`src/rtl/vending_machine_change.sv`:
```
// Vending controller with a programmable price. It accepts nickels, dimes and quarters,
// pulses valid on a vend, returns any overpayment one coin per cycle using greedy coin
// selection, handles cancel/refund, and keeps a saturating count of items sold.
module vending_machine_change #(
    parameter int unsigned PRICE    = 3,
    parameter int unsigned COUNT_W  = 8,
    parameter int unsigned CREDIT_W = 6
) (
    input  logic                clk,
    input  logic                reset,
    input  logic [1:0]          coin,
    input  logic                cancel,
    output logic                ready,
    output logic                valid,
    output logic [1:0]          change,
    output logic [CREDIT_W-1:0] credit,
    output logic [COUNT_W-1:0]  sold
);

    typedef enum logic [1:0] {
        StCollect,
        StVend,
        StRefund
    } state_t;

    localparam logic [1:0] CoinNone    = 2'b00;
    localparam logic [1:0] CoinNickel  = 2'b01;
    localparam logic [1:0] CoinDime    = 2'b10;
    localparam logic [1:0] CoinQuarter = 2'b11;

    // Price widened to the sum width so the vend compare never truncates.
    localparam logic [CREDIT_W:0]   PriceExt = (CREDIT_W + 1)'(PRICE);
    localparam logic [CREDIT_W-1:0] CredFive = CREDIT_W'(5);
    localparam logic [CREDIT_W-1:0] CredTwo  = CREDIT_W'(2);

    // Value of a coin code in nickel units, at sum width.
    function automatic logic [CREDIT_W:0] coin_value(input logic [1:0] c);
        logic [CREDIT_W:0] v;
        case (c)
            CoinNickel:  v = (CREDIT_W + 1)'(1);
            CoinDime:    v = (CREDIT_W + 1)'(2);
            CoinQuarter: v = (CREDIT_W + 1)'(5);
            default:     v = '0;
        endcase
        return v;
    endfunction

    // Largest coin that does not exceed the remaining credit.
    function automatic logic [1:0] change_coin(input logic [CREDIT_W-1:0] c);
        logic [1:0] code;
        if (c >= CredFive) begin
            code = CoinQuarter;
        end else if (c >= CredTwo) begin
            code = CoinDime;
        end else begin
            code = CoinNickel;
        end
        return code;
    endfunction

    state_t              state_q, state_d;
    logic [CREDIT_W-1:0] credit_q, credit_d;
    logic [COUNT_W-1:0]  sold_q;
    logic                ready_q, valid_q;
    logic [1:0]          change_q;
    logic [CREDIT_W:0]   sum;
    logic [1:0]          refund_coin;

    // Next state and next credit from the registered state, credit and sampled inputs.
    always_comb begin
        state_d     = state_q;
        credit_d    = credit_q;
        sum         = {1'b0, credit_q} + coin_value(coin);
        refund_coin = change_coin(credit_q);
        case (state_q)
            StCollect: begin
                if (sum >= PriceExt) begin
                    // Vend wins over a cancel in the same cycle.
                    credit_d = CREDIT_W'(sum - PriceExt);
                    state_d  = StVend;
                end else if (cancel && (sum != '0)) begin
                    credit_d = CREDIT_W'(sum);
                    state_d  = StRefund;
                end else if (!cancel) begin
                    credit_d = CREDIT_W'(sum);
                end
            end
            StVend: begin
                state_d = (credit_q != '0) ? StRefund : StCollect;
            end
            StRefund: begin
                credit_d = credit_q - CREDIT_W'(coin_value(refund_coin));
                state_d  = (credit_d == '0) ? StCollect : StRefund;
            end
            default: begin
                state_d  = StCollect;
                credit_d = '0;
            end
        endcase
    end

    // State, credit and sold registers; outputs are registered from the next state so they
    // are pure functions of the state and credit held in the same cycle.
    always_ff @(posedge clk or negedge reset) begin
        if (!reset) begin
            state_q  <= StCollect;
            credit_q <= '0;
            sold_q   <= '0;
            ready_q  <= 1'b1;
            valid_q  <= 1'b0;
            change_q <= CoinNone;
        end else begin
            state_q  <= state_d;
            credit_q <= credit_d;
            if ((state_q == StVend) && (sold_q != '1)) begin
                sold_q <= sold_q + 1'b1;
            end
            ready_q  <= (state_d == StCollect);
            valid_q  <= (state_d == StVend);
            change_q <= (state_d == StRefund) ? change_coin(credit_d) : CoinNone;
        end
    end

    assign ready  = ready_q;
    assign valid  = valid_q;
    assign change = change_q;
    assign credit = credit_q;
    assign sold   = sold_q;

endmodule

```
`config.mk`:
```
export PLATFORM = sky130hd
export DESIGN_NAME = vending_machine_change
export DESIGN_NICKNAME = d
export VERILOG_FILES = /design/src/rtl/vending_machine_change.sv
export SDC_FILE = /design/constraint.sdc
export NUM_CORES = 1
export LEC_CHECK = 0
export CORE_AREA = 2 2 64 51
export DETAILED_ROUTE_END_ITERATION = 12
export DIE_AREA = 0 0 66 53
export PLACE_DENSITY = 0.83
export SYNTH_ARGS = -nofsm -noshare
export SYNTH_HDL_FRONTEND = slang
export SYNTH_SLANG_ARGS = --single-unit
```
`constraint.sdc`:
```
create_clock -name clk -period 7.6 [get_ports clk]
set_clock_uncertainty 0.1 [all_clocks]
set_input_delay 1.52 -clock clk [delete_from_list [all_inputs] [get_ports clk]]
set_output_delay 1.52 -clock clk [all_outputs]
set_load 0.1 [all_outputs]
```
==> impl_results.rst <==
.. list-table::
   :header-rows: 1

   * - Metric
     - Value
   * - Clock sink count
     - 20
   * - Data arrival time of the critical path
     - 4880 ps
   * - Top Ports
     - 23
   * - Clock root cell
     - sky130_fd_sc_hd__clkbuf_8
   * - Nets
     - ~220
   * - Startpoint class of the critical path
     - input pin
   * - Required time at the endpoint of the critical path
     - 7650 ps
   * - Setup Fix Bufs, Post-CTS
     - 0
   * - Main flop type after synthesis
     - sky130_fd_sc_hd__dfrtp_1
   * - Critical-path cell with the highest stage delay
     - sky130_fd_sc_hd__fa_1
   * - DRC marker count from the first detailed-route iteration
     - 119
   * - Placed Cells
     - 233
   * - Antenna violations before repair
     - 0
   * - Die height
     - 53 um
   * - Antenna Nets Post-Route
     - 0
   * - Post-detailed-placement half-perimeter wirelength
     - 3100 um
   * - Period utilisation layout
     - about 64%
   * - Largest net degree at the start of global routing
     - 21
   * - Sequence of cells on the critical path
     - clkdlybuf4s50_1 > ha_1 > fa_1 > xnor2_1 > o21ai_0 > a211oi_2 > and2_1 > a21boi_1 > o31ai_1 > or3b_1 > o311a_1
   * - Syn_area_per_cell
     - 9.15 um2
   * - Startpoint-to-endpoint class of the critical path
     - input pin to flip-flop
   * - Number of distinct standard cells referenced by the synthesized netlist
     - 56
   * - Vias in the first global route
     - 1437
   * - Layout-stage area growth over the synthesis result
     - 19.8%
   * - Post-CTS resize count
     - 0
   * - Area of the multi-input gates
     - between 1000 and 1500 um2
   * - Clock insertion delay at the later pin of the skew report
     - 260 ps
   * - Total Negative Setup Slacks
     - 0 ps
   * - Number of violations of the max-capacitance limit
     - 0
   * - Per-cell via count in the routed design
     - 6.29
   * - Routed wirelength normalized by instance count
     - between 15 and 20 um
   * - CTS buffer count
     - 3
   * - Post-synthesis sequential element count
     - 20
   * - Worst-case headroom to the max-slew limit
     - 34.3%
   * - Syn Std Cell Area
     - ~1600 um2
   * - Final number of setup-violating endpoints
     - 0
   * - Run status
     - finished, final reports clean
   * - Unrepaired setup endpoints after global routing
     - false
   * - # DRC
     - 0
   * - Most common cell after layout, fill and taps aside
     - sky130_fd_sc_hd__clkdlybuf4s50_1
   * - Sequential cell area
     - 502 um2
   * - Diode count
     - 0
   * - Die Span X
     - ~66 um
   * - Longest Clk Path Bufs
     - 2
   * - Count of input and output buffers
     - 22
   * - Asr flop ratio synth
     - 100%
   * - Fillcell total
     - 239
   * - Row Count
     - 17
   * - Clock transition at the register clock pins on the worst setup and hold paths after CTS
     - roughly 70 ps
   * - Global Route Usage Sum
     - ~25%
   * - Largest cells by area after synthesis
     - sky130_fd_sc_hd__dfrtp_1, sky130_fd_sc_hd__ha_1, sky130_fd_sc_hd__xnor2_1, sky130_fd_sc_hd__nand2b_1, sky130_fd_sc_hd__a21oi_1
   * - Gate Count Post-Synth
     - 177
   * - Layout cell share with drive strength beyond 1
     - around 7.5%
   * - Grt ovf
     - 0
   * - Commonest cells after routing, fill and taps aside
     - sky130_fd_sc_hd__clkdlybuf4s50_1, sky130_fd_sc_hd__dfrtp_1, sky130_fd_sc_hd__nand2_1
   * - Nets in the synthesized netlist
     - 193
   * - Min-delay worst type
     - flip-flop to flip-flop
   * - First-pass GRT wire length
     - 6780 um
   * - Final critical-path required period
     - 4830 ps
   * - First-pass DRT Iterations
     - 4
   * - Cell taking the most area after synthesis
     - sky130_fd_sc_hd__dfrtp_1
   * - Post-cts hold buffer count
     - 0
   * - Post-synth top area share
     - between 20% and 30%
   * - CTS tree
     - yes
   * - Final instance count without filler cells
     - between 200 and 250
   * - Maximum achievable frequency
     - 207 MHz
   * - Initial core utilization
     - a little under three fifths
   * - Number of warnings printed during yosys synthesis
     - 0
   * - Crit-path max FO
     - 7
   * - Area of the die
     - 3500 um2
   * - Largest stage delay on the critical path
     - 480 ps
   * - Post-synthesis sequential area ratio
     - 31.0%
   * - Slew of the pin with the lowest slew margin
     - 983 ps
   * - Routability cong.
     - roughly 0.94
   * - Capturing element type of the critical path
     - flip-flop
   * - Total via count after detailed routing
     - 1491
   * - Count of endpoints failing hold in the final timing report
     - 0
   * - Number of levels the H-tree was split into
     - 1
   * - Pins Over Slew Limit
     - 0
   * - Number of flops mapped to enable cells by yosys
     - 0
   * - Total Routed Length
     - 3940 um
   * - Core ar.
     - between 2000 and 3000 um2
[logic make-up (layout without fill, tap and decap cells)]
family                     Yosys count  in the layout  synth area share [%]
muxes                                1              1                 0.695
adders and majority gates           11             11                  9.42
buffers and inverters               13             35                  3.24
and+or+nand+nor                     68             68                  25.8
AOI/OAI and AO/OA                   52             52                  23.4
DFF                                 20             20                  31.0
xor gates and xnor gates            12             12                  6.49
[per-stage QoR]
step	setup slack (ps)	instance area, um2	hold slack (ps)	util [%]
finish	2770	1940	409	68.1
global route	2520	1940	425	68.1
CTS	2810	1940	415	68.1
floorplan	3200	1620	509	-
global placement	2650	1870	378	65.6
detailed placement	2560	1870	400	65.6
[layout make-up]
class / count / share of cell area, %
clock buffer: 3 / 2.13
clock inverter: 1 / 1.55
inverter: 9 / 1.74
multi-input combinational: 144 / 54.9
sequential: 20 / 25.9
tap: 38 / 2.45
timing repair buffer: 22 / 11.3
[worst max-delay path, delay by kind of cell]
family	cells	cell delay, ps
xor+xnor	1	400
buf+inv	1	450
simple gates	2	660
fa+ha+maj	2	750
compound gates	5	1090
[final timing paths]
check	start	slack, ps	end	cells past startpoint
worst max-delay path	coin[0]	2770	change[0]$_DFF_PN0_	11
worst min-delay path	sold[4]$_DFFE_PN0P_	410	sold[4]$_DFFE_PN0P_	1
worst max register to register	credit[3]$_DFF_PN0_	3980	change[0]$_DFF_PN0_	12
worst min register to register	sold[4]$_DFFE_PN0P_	410	sold[4]$_DFFE_PN0P_	1
max in group asynchronous	reset	5250	credit[3]$_DFF_PN0_	1
min in group asynchronous	reset	1640	sold[4]$_DFFE_PN0P_	1
[synth_stat cells, drive strengths merged, types with 2 or more instances]
master and count:
a211o 2, buf 4, dfrtp 19, o2111ai 2, nand3b 6, a31oi 3
ha 9, and3 5, and2 4, o31ai 2, nor3 3, o21ai 8
or3 2, a22oi 2, a41o 2, a21oi 12, xor2 3, nand2 13
fa 2, or3b 2, inv 9, nor2b 4, nor2 9, xnor2 9
nand4 4, a21boi 2, a211oi 5, nand2b 9
[sequential cells by signal (all words and copies together) (netlist names)]
register and count:
sold 8, state_q 2, credit 6, valid 1, change 2, ready 1
[routing by layer]
| metal | up-vias | global-route usage [%] | routed length [um] |
|---|---|---|---|
| met1 | 709 | 36.8 | 1820 |
| met3 | 4 | 4.68 | 280 |
| li1 | 707 | - | - |
| met4 | 0 | 4.42 | 17 |
| met5 | - | 0 | 0 |
| met2 | 71 | 40.1 | 1820 |
Power is left out: the tool's default activity adds up to more than one toggle a clock period on the data nets, which glitch-free logic cannot reach.
